File: src/rtl/text_console_controller_pkg.sv
// Shared text-console constants: buffer geometry, control characters, sequencer states.
package text_console_controller_pkg;

    localparam int GPU_TEXT_COLUMNS       = 80;
    localparam int GPU_TEXT_ROWS          = 30;
    localparam int GPU_TEXT_BUFFER_LENGTH = GPU_TEXT_COLUMNS * GPU_TEXT_ROWS;

    localparam logic [6:0] CHAR_SPACE = 7'h20;
    localparam logic [6:0] CHAR_LF    = 7'h0A;
    localparam logic [6:0] CHAR_CR    = 7'h0D;
    localparam logic [6:0] CHAR_BS    = 7'h08;
    localparam logic [6:0] CHAR_FF    = 7'h0C;

    typedef enum logic [2:0] {
        ST_IDLE,
        ST_PUT,
        ST_CLEAR,
        ST_SCROLL_RD,
        ST_SCROLL_WR,
        ST_SCROLL_BLANK
    } state_t;

    function automatic logic is_printable(input logic [6:0] c);
        return (c >= 7'h20) && (c <= 7'h7E);
    endfunction

endpackage

File: src/rtl/text_console_controller.sv
// Purpose: turns a CPU character/control byte stream into text-RAM port A writes, tracks cursor, runs clear/scroll.
// Latency: byte accepted at T, its RAM write is on port A at T+1; clear takes N cycles, scroll 2*(ROWS-1)*COLUMNS+COLUMNS.
// Backpressure: cmd_ready low in every non-IDLE state (and the cycle after a transfer); optional TEXT_CONSOLE_BOOT_CLEAR_EN clears after reset.
module text_console_controller
    import text_console_controller_pkg::*;
#(
    parameter int COLUMNS = GPU_TEXT_COLUMNS,
    parameter int ROWS    = GPU_TEXT_ROWS,
    parameter int AW      = $clog2(COLUMNS * ROWS),
    parameter int XW      = $clog2(COLUMNS),
    parameter int YW      = $clog2(ROWS)
) (
    input  logic          clock,
    input  logic          reset_n,
    input  logic          cmd_valid,
    output logic          cmd_ready,
    input  logic [6:0]    cmd_char,
    output logic [AW-1:0] ram_address,
    output logic [6:0]    ram_data_out,
    output logic          ram_write_enable,
    input  logic [6:0]    ram_data_in,
    output logic [XW-1:0] cursor_x,
    output logic [YW-1:0] cursor_y,
    output logic          busy
);

    localparam logic [AW-1:0] LAST_CELL  = AW'(COLUMNS * ROWS - 1);
    localparam logic [AW-1:0] LAST_ROW   = AW'((ROWS - 1) * COLUMNS);
    localparam logic [AW-1:0] SCROLL_END = AW'((ROWS - 1) * COLUMNS - 1);
    localparam logic [AW-1:0] COLS_A     = AW'(COLUMNS);
    localparam logic [XW-1:0] X_MAX      = XW'(COLUMNS - 1);
    localparam logic [YW-1:0] Y_MAX      = YW'(ROWS - 1);

`ifdef TEXT_CONSOLE_BOOT_CLEAR_EN
    localparam state_t RESET_STATE = ST_CLEAR;
`else
    localparam state_t RESET_STATE = ST_IDLE;
`endif

    state_t        state, state_d;
    logic          ready_d, we_d, busy_d, pend_d, scroll_pend;
    logic [AW-1:0] addr_d, curs_addr, curs_d;
    logic [6:0]    data_q, data_d;
    logic [XW-1:0] x_d;
    logic [YW-1:0] y_d;

    // Scroll write data comes straight from the RAM's registered read port.
    assign ram_data_out = (state == ST_SCROLL_WR) ? ram_data_in : data_q;

    always_ff @(posedge clock or negedge reset_n) begin
        if (!reset_n) begin
            state            <= RESET_STATE;
            cmd_ready        <= 1'b0;
            ram_write_enable <= 1'b0;
            ram_address      <= '0;
            data_q           <= '0;
            cursor_x         <= '0;
            cursor_y         <= '0;
            curs_addr        <= '0;
            busy             <= 1'b0;
            scroll_pend      <= 1'b0;
        end else begin
            state            <= state_d;
            cmd_ready        <= ready_d;
            ram_write_enable <= we_d;
            ram_address      <= addr_d;
            data_q           <= data_d;
            cursor_x         <= x_d;
            cursor_y         <= y_d;
            curs_addr        <= curs_d;
            busy             <= busy_d;
            scroll_pend      <= pend_d;
        end
    end

    always_comb begin
        state_d = state;
        ready_d = 1'b0;
        we_d    = 1'b0;
        busy_d  = busy;
        pend_d  = scroll_pend;
        addr_d  = ram_address;
        data_d  = data_q;
        x_d     = cursor_x;
        y_d     = cursor_y;
        curs_d  = curs_addr;
        case (state)
            ST_IDLE: begin
                ready_d = 1'b1;
                if (cmd_valid && cmd_ready) begin
                    ready_d = 1'b0;
                    if (is_printable(cmd_char)) begin
                        state_d = ST_PUT;
                        we_d    = 1'b1;
                        addr_d  = curs_addr;
                        data_d  = cmd_char;
                        if (cursor_x == X_MAX) begin
                            x_d = '0;
                            if (cursor_y == Y_MAX) begin
                                curs_d = LAST_ROW;
                                pend_d = 1'b1;
                            end else begin
                                y_d    = cursor_y + 1'b1;
                                curs_d = curs_addr + 1'b1;
                            end
                        end else begin
                            x_d    = cursor_x + 1'b1;
                            curs_d = curs_addr + 1'b1;
                        end
                    end else begin
                        case (cmd_char)
                            CHAR_CR: begin
                                x_d    = '0;
                                curs_d = curs_addr - AW'(cursor_x);
                            end
                            CHAR_LF: begin
                                x_d = '0;
                                if (cursor_y == Y_MAX) begin
                                    curs_d  = curs_addr - AW'(cursor_x);
                                    state_d = ST_SCROLL_RD;
                                    busy_d  = 1'b1;
                                    addr_d  = COLS_A;
                                end else begin
                                    y_d    = cursor_y + 1'b1;
                                    curs_d = curs_addr - AW'(cursor_x) + COLS_A;
                                end
                            end
                            CHAR_BS: begin
                                if (cursor_x != '0) begin
                                    x_d     = cursor_x - 1'b1;
                                    curs_d  = curs_addr - 1'b1;
                                    state_d = ST_PUT;
                                    we_d    = 1'b1;
                                    addr_d  = curs_addr - 1'b1;
                                    data_d  = CHAR_SPACE;
                                end
                            end
                            CHAR_FF: begin
                                x_d     = '0;
                                y_d     = '0;
                                curs_d  = '0;
                                state_d = ST_CLEAR;
                                busy_d  = 1'b1;
                                we_d    = 1'b1;
                                addr_d  = '0;
                                data_d  = CHAR_SPACE;
                            end
                            default: ;
                        endcase
                    end
                end
            end
            ST_PUT: begin
                if (scroll_pend) begin
                    pend_d  = 1'b0;
                    state_d = ST_SCROLL_RD;
                    busy_d  = 1'b1;
                    addr_d  = COLS_A;
                end else begin
                    state_d = ST_IDLE;
                    ready_d = 1'b1;
                end
            end
            ST_CLEAR: begin
                // Not yet busy only when arriving straight from reset (boot clear).
                if (!busy) begin
                    busy_d = 1'b1;
                    we_d   = 1'b1;
                    addr_d = '0;
                    data_d = CHAR_SPACE;
                end else if (ram_address == LAST_CELL) begin
                    state_d = ST_IDLE;
                    busy_d  = 1'b0;
                    ready_d = 1'b1;
                end else begin
                    we_d   = 1'b1;
                    addr_d = ram_address + 1'b1;
                end
            end
            ST_SCROLL_RD: begin
                state_d = ST_SCROLL_WR;
                we_d    = 1'b1;
                addr_d  = ram_address - COLS_A;
            end
            ST_SCROLL_WR: begin
                if (ram_address == SCROLL_END) begin
                    state_d = ST_SCROLL_BLANK;
                    we_d    = 1'b1;
                    addr_d  = LAST_ROW;
                    data_d  = CHAR_SPACE;
                end else begin
                    state_d = ST_SCROLL_RD;
                    addr_d  = ram_address + COLS_A + 1'b1;
                end
            end
            ST_SCROLL_BLANK: begin
                if (ram_address == LAST_CELL) begin
                    state_d = ST_IDLE;
                    busy_d  = 1'b0;
                    ready_d = 1'b1;
                end else begin
                    we_d   = 1'b1;
                    addr_d = ram_address + 1'b1;
                end
            end
            default: state_d = ST_IDLE;
        endcase
    end

endmodule

File: config.mk
export PLATFORM = sky130hd
export DESIGN_NAME = text_console_controller
export DESIGN_NICKNAME = d
export VERILOG_FILES = /design/src/rtl/text_console_controller_pkg.sv /design/src/rtl/text_console_controller.sv
export SDC_FILE = /design/constraint.sdc
export NUM_CORES = 1
export LEC_CHECK = 0
export CORE_ASPECT_RATIO = 0.7
export CORE_MARGIN = 2
export CORE_UTILIZATION = 57
export DETAILED_ROUTE_END_ITERATION = 16
export PLACE_DENSITY = 0.82
export SYNTH_ARGS = -nofsm -noshare
export SYNTH_HDL_FRONTEND = slang
export SYNTH_SLANG_ARGS = --single-unit
export TNS_END_PERCENT = 10
File: constraint.sdc
create_clock -name clock -period 6.4 [get_ports clock]
set_input_delay 1.28 -clock clock [delete_from_list [all_inputs] [get_ports clock]]
set_output_delay 1.28 -clock clock [all_outputs]
set_load 0.02 [all_outputs]
==> results.txt <==
Cell Rows = 28
Slew Viols, Final = 0
DRT Wirelength = 16140 um
Synth Area per Inst = 7.399 um2
Count of input and output buffers = 50
Worst-Margin Slew = 0.9787 ns
Final setup fails = 0
Syn nets = 722
Vias in the first global route = 5056
Fill cells = 772
Register area share after synthesis = 24.69%
WP buf/inv = 1
Flops & latches, synth = 50
CP max FO = 23
Min Hold Slack = 0.4837 ns
Post-CTS setup buffers = 0
Total power = 0.6939 mW
Num ports = 51
Root buf cell = clkbuf_16
Post-Syn Area = 5069 um2
Core area = 8548 um2
CP arrival = 4.35 ns
Clk_lat worst skew = 0.30 ns
# diodes = 0
Worst Skew = 0.004421 ns
GRT Resource Usage Total = 33.37%
Placed Cells = 811
Yosys cell types = 84
ANT nets after route = 0
Area of the multi-input gates = 3546 um2
Leak = 2.162 nW
First-pass GRT wire length = 26120 um
Max_cap viols = 0
Synth Instances = 685
Final WS setup = 2.229 ns
Status = finished clean
Via density = 6.899
Reg2Reg Depth = 10
Placed inst area = 5537 um2
Final core utilization = 66.79%
Wirelength per Cell = 19.71 um
Register area = 1251 um2
Initial core utilization = 59.29%
Post-Layout Cell Count = 819
Slowest stage delay, CP = 0.76 ns
Ys Warns = 0
Largest net degree at the start of global routing = 51
Setup total negative slack = 0 ns
Synth-to-Final Area Change = 12.64%
Final hold violation count = 0
Hold Crit Depth = 2
Part of the cycle the worst path needs = 65.17%
Residual DRC count = 0
CP delay by family, top = compound AO/OA/AOI/OAI gates
Critical path's slowest cell = or4b_1
Share of cells above drive strength 1 = 4.292%
Worst EP required = 6.58 ns
Worst Setup Start Kind = input port
HPWL Detailed = 11620 um
PD cells = 121.5 nW/um2
Min Tclk post-route = 4.171 ns
GR Overflow Total = 0
Vias = 5650
Dpl ws = 2.019 ns
CTS tree = built
Leading cell types in the layout, fill and taps excluded = 78 x nand2_1, 65 x o21ai_0, 64 x nor2_1, 57 x a21oi_1, 50 x dfrtp_1
Top_reg_cell synth = dfrtp_1
Commonest non-fill, non-tap cell in the layout = nand2_1
CTS Buffer Depth = 2
VDD IR max = 0.08589 mV
Reg2reg setup slack = 2.92 ns
CTS Buf Count = 5
Slew headroom = 34.25%
Final RePlAce weighted congestion = 1.007
Clock-pin slew on the worst setup and hold paths = 0.07 ns
Die width = 116.7 um
Total Die Area = 9675 um2
# H-tree levels = 2
Nets = 735
Critical path class = in2reg
Number of synthesized flops with an enable pin = 0
Clk sinks = 50
Drt pass-1 iters = 5
Worst path cell trace = clkdlybuf4s50_1 > or4b_1 > and4bb_4 > a211o_1 > o21ai_1 > a22o_1 > a311oi_1 > a31oi_1
Crit. End Element = register
Fmax = 0.2398 GHz
Async SR Flop Fraction = 100.0%
RSZ-0062 raised after global routing = no
Worst hold path type = reg2reg
Hold buffer count at cts = 0
DIE HEIGHT = 82.90 um
Antenna violations before repair = 0
Initial DRC count = 753
Post-layout instance area = 5709 um2
CTS resizes = 0
Levels on crit path = 8
[per-layer routing]
layer	track usage (%)	routed length (um)	vias up
met4	6.631	163	0
met5	0	0	-
li1	-	-	2602
met3	7.007	1848	18
met2	47.35	6748	371
met1	51.90	7379	2659
[worst paths after layout]
path,end,from
worst max-delay path,curs_addr[10],cmd_char[5]
worst min-delay path,data_q[5],data_q[5]
worst max register to register,curs_addr[10],curs_addr[0]
worst min register to register,data_q[5],data_q[5]
max in group asynchronous,ram_address[7],reset_n
min in group asynchronous,cursor_y[2],reset_n
[cell type report]
| cell class | count | share of cell area, % |
|---|---|---|
| multi-input combinational | 569 | 62.11 |
| tap | 120 | 2.630 |
| clock inverter | 3 | 0.8328 |
| inverter | 19 | 1.249 |
| timing repair buffer | 53 | 9.073 |
| sequential | 50 | 21.92 |
| clock buffer | 5 | 2.192 |
[synthesized netlist by cell type, drive strengths merged (8+ instances only)]
cell type	count	area, um2
nand2	79	299.0
o21ai	71	355.3
nor2b	9	56.30
or3	13	81.33
nor2	64	240.2
nand4	14	87.58
o21a	8	60.06
a211oi	17	150.1
o22ai	17	106.4
xnor2	12	105.1
ha	19	237.7
o31ai	11	87.58
nand3	17	85.08
buf	12	68.81
dfrtp	50	1251
inv	19	71.32
a21oi	58	294.0
o211ai	9	67.56
nor3	19	111.4
clkbuf	35	131.4
[where the power goes]
group	internal, mW	switching, mW
Combinational	0.0206	0.0342
Clock	0.187	0.136
Sequential	0.316	0.000000000566
[worst min-delay path, cell delays in order (launching register included)]
cell,delay (ns)
dfrtp_1,0.35
nand2_1,0.04
o21ai_0,0.06
[cell families after synthesis]
kind of cell	Yosys count	share of synthesized area [%]
compound gates	259	33.94
fa+ha+maj	20	5.085
buf+inv	66	5.357
simple gates	267	26.83
flops	50	24.69
mux	4	0.8146
xor+xnor	19	3.283
[registers in the layout, indices dropped and copies added (netlist names)]
| signal | cells |
|---|---|
| curs_addr | 12 |
| ram_address | 12 |
| cursor_x | 7 |
| data_q | 7 |
| cursor_y | 5 |
| state | 3 |
| busy | 1 |
| cmd_ready | 1 |
| ram_write_enable | 1 |
| scroll_pend | 1 |
No activity file was read; power rests on OpenSTA's default activity.
